## src/rtl/arith_pkg.sv

```systemverilog
// Shared types and the reference arithmetic for the 5-bit datapath front-end.
// The datapath's result function lives here so RTL and bench scoreboards use one definition.
package arith_pkg;

  localparam int DW = 5;

  typedef enum logic [1:0] {
    IDLE = 2'd0,
    WAIT = 2'd1,
    RESP = 2'd2
  } state_t;

  typedef struct packed {
    logic [DW-1:0] exp1;
    logic [DW-1:0] exp2;
    logic [DW-1:0] exp3;
  } exp_t;

  // All intermediate terms wrap at DW bits, matching the datapath's register widths.
  function automatic exp_t arith_exp(input logic [DW-1:0] a,
                                     input logic [DW-1:0] b,
                                     input logic          sub);
    logic [DW-1:0] s;
    logic [DW-1:0] r;
    exp_t          e;
    s      = a + b;
    r      = sub ? (a - b) : s;
    e.exp1 = r + s;
    e.exp2 = s & ((a & b) + s);
    e.exp3 = e.exp2 - s;
    return e;
  endfunction

endpackage

```

## src/rtl/arith_ref_model.sv

```systemverilog
// Combinational reference for the arithmetic datapath, fed from the registered operands.
module arith_ref_model
  import arith_pkg::*;
(
  input  logic [DW-1:0] a,
  input  logic [DW-1:0] b,
  input  logic          sub,
  output logic [DW-1:0] exp1,
  output logic [DW-1:0] exp2,
  output logic [DW-1:0] exp3
);

  exp_t e;

  assign e    = arith_exp(a, b, sub);
  assign exp1 = e.exp1;
  assign exp2 = e.exp2;
  assign exp3 = e.exp3;

endmodule

```

## src/rtl/arith_issue_ctrl.sv

```systemverilog
// Issue/capture sequencer for the 5-bit arithmetic datapath with result self-check.
// state | meaning
// IDLE  | ready for a command; accept latches operands into dp_*
// WAIT  | dp_* held while the datapath pipeline settles; cnt counts down to capture
// RESP  | captured result presented downstream until res_ready
module arith_issue_ctrl
  import arith_pkg::*;
#(
  parameter int WAIT_CYC = 2
) (
  input  logic          clk,
  input  logic          rst_n,
  input  logic          cmd_valid,
  output logic          cmd_ready,
  input  logic [DW-1:0] cmd_a,
  input  logic [DW-1:0] cmd_b,
  input  logic          cmd_sub,
  output logic [DW-1:0] dp_data1,
  output logic [DW-1:0] dp_data2,
  output logic          dp_sel,
  input  logic [DW-1:0] dp_out1,
  input  logic [DW-1:0] dp_out2,
  input  logic [DW-1:0] dp_out3,
  output logic          res_valid,
  input  logic          res_ready,
  output logic [DW-1:0] res_out1,
  output logic [DW-1:0] res_out2,
  output logic [DW-1:0] res_out3,
  output logic          res_err,
  output logic [7:0]    err_cnt,
  output logic          busy
);

  localparam logic [3:0] WAIT_LD = 4'(WAIT_CYC);

  state_t        state_q, state_d;
  logic [3:0]    cnt;
  logic          accept, capture, handshake;
  logic [DW-1:0] exp1, exp2, exp3;
  logic          mismatch;

  arith_ref_model u_ref (
    .a    (dp_data1),
    .b    (dp_data2),
    .sub  (dp_sel),
    .exp1 (exp1),
    .exp2 (exp2),
    .exp3 (exp3)
  );

  assign mismatch  = {dp_out1, dp_out2, dp_out3} != {exp1, exp2, exp3};
  assign cmd_ready = (state_q == IDLE);
  assign res_valid = (state_q == RESP);
  assign busy      = (state_q != IDLE);

  always_ff @(posedge clk or negedge rst_n) begin
    if (!rst_n) state_q <= IDLE;
    else        state_q <= state_d;
  end

  always_comb begin
    state_d   = state_q;
    accept    = 1'b0;
    capture   = 1'b0;
    handshake = 1'b0;
    case (state_q)
      IDLE: if (cmd_valid) begin
        accept  = 1'b1;
        state_d = WAIT;
      end
      WAIT: if (cnt == 4'd0) begin
        capture = 1'b1;
        state_d = RESP;
      end
      RESP: if (res_ready) begin
        handshake = 1'b1;
        state_d   = IDLE;
      end
      default: state_d = IDLE;
    endcase
  end

  // dp_* only move on the accept edge so the datapath's second stage sees stable operands.
  always_ff @(posedge clk or negedge rst_n) begin
    if (!rst_n) begin
      dp_data1 <= '0;
      dp_data2 <= '0;
      dp_sel   <= 1'b0;
      cnt      <= '0;
    end else if (accept) begin
      dp_data1 <= cmd_a;
      dp_data2 <= cmd_b;
      dp_sel   <= cmd_sub;
      cnt      <= WAIT_LD;
    end else if (state_q == WAIT && cnt != 4'd0) begin
      cnt <= cnt - 4'd1;
    end
  end

  always_ff @(posedge clk or negedge rst_n) begin
    if (!rst_n) begin
      res_out1 <= '0;
      res_out2 <= '0;
      res_out3 <= '0;
      res_err  <= 1'b0;
      err_cnt  <= '0;
    end else begin
      if (capture) begin
        res_out1 <= dp_out1;
        res_out2 <= dp_out2;
        res_out3 <= dp_out3;
        res_err  <= mismatch;
      end
      if (handshake && res_err && err_cnt != 8'hFF)
        err_cnt <= err_cnt + 8'd1;
    end
  end

endmodule

```

## config.mk

```make
export PLATFORM = sky130hd
export DESIGN_NAME = arith_issue_ctrl
export DESIGN_NICKNAME = d
export VERILOG_FILES = /design/src/rtl/arith_pkg.sv /design/src/rtl/arith_ref_model.sv /design/src/rtl/arith_issue_ctrl.sv
export SDC_FILE = /design/constraint.sdc
export NUM_CORES = 1
export LEC_CHECK = 0
export ABC_AREA = 1
export CAP_MARGIN = 20
export CORE_ASPECT_RATIO = 1.75
export CORE_MARGIN = 2
export CORE_UTILIZATION = 44
export DETAILED_ROUTE_END_ITERATION = 6
export PLACE_DENSITY = 0.85
export SYNTH_ARGS = -nofsm -noshare
export SYNTH_HDL_FRONTEND = slang
export SYNTH_SLANG_ARGS = --single-unit
export TNS_END_PERCENT = 50
```

## constraint.sdc

```tcl
create_clock -name clk -period 3.4 [get_ports clk]
set_input_delay 0.68 -clock clk [delete_from_list [all_inputs] [get_ports clk]]
set_output_delay 0.68 -clock clk [all_outputs]
set_load 0.01 [all_outputs]
```

==> results.md <==
* CTS buffer count at 5
* Worst skew pair latency at ~290 ps
* Core area at 0.005833 sq mm
* Initial antenna violation count at 0
* Clk slew on worst S/H paths at 80 ps
* EDFF count, synth at 0
* Largest net degree at the start of global routing at between 40 and 50
* Reg-to-reg endpoint: res_err
* Clk root buf: clkbuf_8
* Worst EP arrival at ~3400 ps
* Area Growth Syn to Fin at 32.43%
* Synth top area cells: dfrtp_1 (39%), nand2_1 (16%), ha_1 (8.6%)
* Via count at 2424
* Worst Path Required at 3600 ps
* PortBufs at 67
* Max cap viols at 0
* RePlAce Congestion at 0.8882
* Cells after Synth at 347
* Run status: finished, final reports clean
* Grt ovf at 0
* Via/cell ratio at 4.887
* Final wirelength at between 5000 and 6000 um
* DRC viols at 0
* CP max stage delay at 530 ps
* Synth area leader: dfrtp_1
* Fin Clk Skew at 5.004 ps
* Critical path's top delay family: adder cells
* Initial core utilization at 45.11%
* Post-synth top cells: nand2_1 (113), inv_1 (45), dfrtp_1 (41)
* Clock sinks at around 40
* CTS Hold Bufs at 0
* Hold path depth at 1
* Multi-input logic area at about 0.0014 sq mm
* Reg area at approximately 0.0010 sq mm
* # rows at 37
* Mapped Nets at 399
* Fmax at 315.9 MHz
* Register-to-Register Path Depth at 15
* Iter 0 DRT Violations at 108
* Antenna viol nets, final at 0
* Setup Viol. Count Final at 0
* Min Tclk post-route at between 3000 and 4000 ps
* Register area share after synthesis at slightly below 40%
* # IOs at 68
* Synth Flop Type: dfrtp_1
* Slowest cell on crit path: fa_1
* Max Slew Vio Count at 0
* Vias in the first global route at 2379
* CP Max Fanout at 5
* Htree depth at 2
* Layout cell share with drive strength beyond 1 at under 10%
* Post-Syn Area at 0.002631 sq mm
* CTS tree: built
* Reg-to-Reg Start: dp_data2[0]
* Avg Cell Area, Syn at 7.583 sq um
* Hold crit path type: reg -> reg
* Hold Path Origin: cnt[3]
* Crit path buf inv count at 1
* First-pass GRT wire length at 10210 um
* First-pass DRT Iterations at 4
* Die Y at 106.3 um
* Die width at 62.46 um
* Hold worst-path end: cnt[3]
* Final Hold Fails at 0
* Critical Path End Type: flip-flop
* Cell Chain, Critical Path: ha_2, fa_1, fa_1, or2_2, ha_1, nand2_1, nand3_1, nor2_1, nand2_1, nor2_1, nand4_1, nor2_1, nand4_1, nand2_1, inv_1
* Synth unique cells at 26
* Startpoint types: flip-flop
* WL/cell at approximately 12 um
* Ys Warns at 0
* CTS Buffer Depth at 2
* Worst-Margin Slew at 889.5 ps
* FF+latch count, synth at a little over 40
* Post-synth top area share at about two fifths
* Fill cell count at roughly 550
* Layout net count at between 400 and 500
* Tcrit/Tclk final at 93.10%
* RSZ-0062 raised after global routing: no
* Die area at about 0.0066 sq mm
* Critical path type: reg -> reg
* Synth async-reset ratio at 100.0%
* Slew headroom at roughly two fifths
* GRT Resource Usage Total at 18.98%
* Count leader, synth: nand2_1
* Ant diodes at 0
* Detail Placement HPWL at 4644 um
* Setup_tns at 0 ps
* FF-to-FF setup slack at 230 ps
worst reg2reg max path: cells and delay by family (launching register included):
family        cells  cell delay [ps]
fa+ha+maj         4             1510
buf+inv           1               30
flops             1              420
simple gates     10             1110
how the worst max path moves through the flow:
stage	start	endpoint	slack [ps]	depth (start not counted)
after global placement	dp_data2[0]	res_err	280	16
after detailed placement	dp_data2[0]	res_err	170	16
after CTS	dp_data2[0]	res_err	160	16
after floorplan	dp_data1[0]	res_err	200	16
final	dp_data2[0]	res_err	230	15
after global routing	dp_data2[0]	res_err	40	16
sequential cells by signal (all words and copies together) (netlist names):
name / count
dp_data1: 5
res_out3: 5
res_err: 1
res_out2: 5
err_cnt: 8
dp_sel: 1
cnt: 4
state_q: 2
dp_data2: 5
res_out1: 5
logic make-up (layout without fill, tap and decap cells):
| family | count (synthesis) | count (layout) | share of synthesized area (%) |
|---|---|---|---|
| adder cells (fa/ha/maj) | 22 | 22 | 11.60 |
| buffers and inverters | 52 | 123 | 7.465 |
| multiplexers | 1 | 1 | 0.4279 |
| AO/OA/AOI/OAI | 36 | 36 | 7.086 |
| XOR/XNOR | 16 | 16 | 5.611 |
| flip-flops | 41 | 41 | 38.99 |
| AND/OR/NAND/NOR | 179 | 179 | 28.82 |
layer usage:
metal	GRT usage (%)	routed length, um	vias up
li1	-	-	1234
met1	19.05	2220	1115
met2	38.02	3253	63
met3	2.857	261	12
met4	7.302	123	0
met5	0	0	-
final cells by class:
class                           count  share of cell area (%)
Timing Repair Buffer               69                   19.53
Inverter                           46                   4.955
Clock buffer                        6                   2.370
Tap cell                           78                   2.801
Sequential cell                    41                   29.44
Multi-Input combinational cell    254                   40.50
Clock inverter                      2                  0.3950
timing repair:
action | 4_1_cts | 5_1_grt
endpoints found under the setup margin | 0 | 1
buffers inserted | 0 | 0
gates resized for setup | 0 | 1
cells in the final DEF, fill, tap and decap left out, types with 2 or more instances in the layout:
master,n
a21oi_1,12
xnor2_1,8
nand3_1,23
xor2_1,7
nand2_2,3
dfrtp_1,41
fa_1,4
buf_4,2
nor3_1,3
ha_1,17
inv_1,45
nand2_1,113
or2_2,2
nor2_1,23
o21ai_0,22
nand3b_1,2
nand4_1,7
clkdlybuf4s50_1,66
clkbuf_8,6
metrics by stage:
stage	hold WS [ps]	setup WS, ps	instance area, sq um	util (%)	std cells
6_report	475.9	234.6	3485	59.74	496
5_1_grt	503.3	36.59	3485	59.74	496
4_1_cts	484.1	158.2	3482	59.70	496
3_5_place_dp	462.7	172.6	3386	58.04	488
3_3_place_gp	453.4	283.1	3386	58.04	488
2_1_floorplan	384.4	199.3	2631	-	347
Power is left out: the tool's default activity adds up to more than one toggle a clock period on the data nets, which glitch-free logic cannot reach.
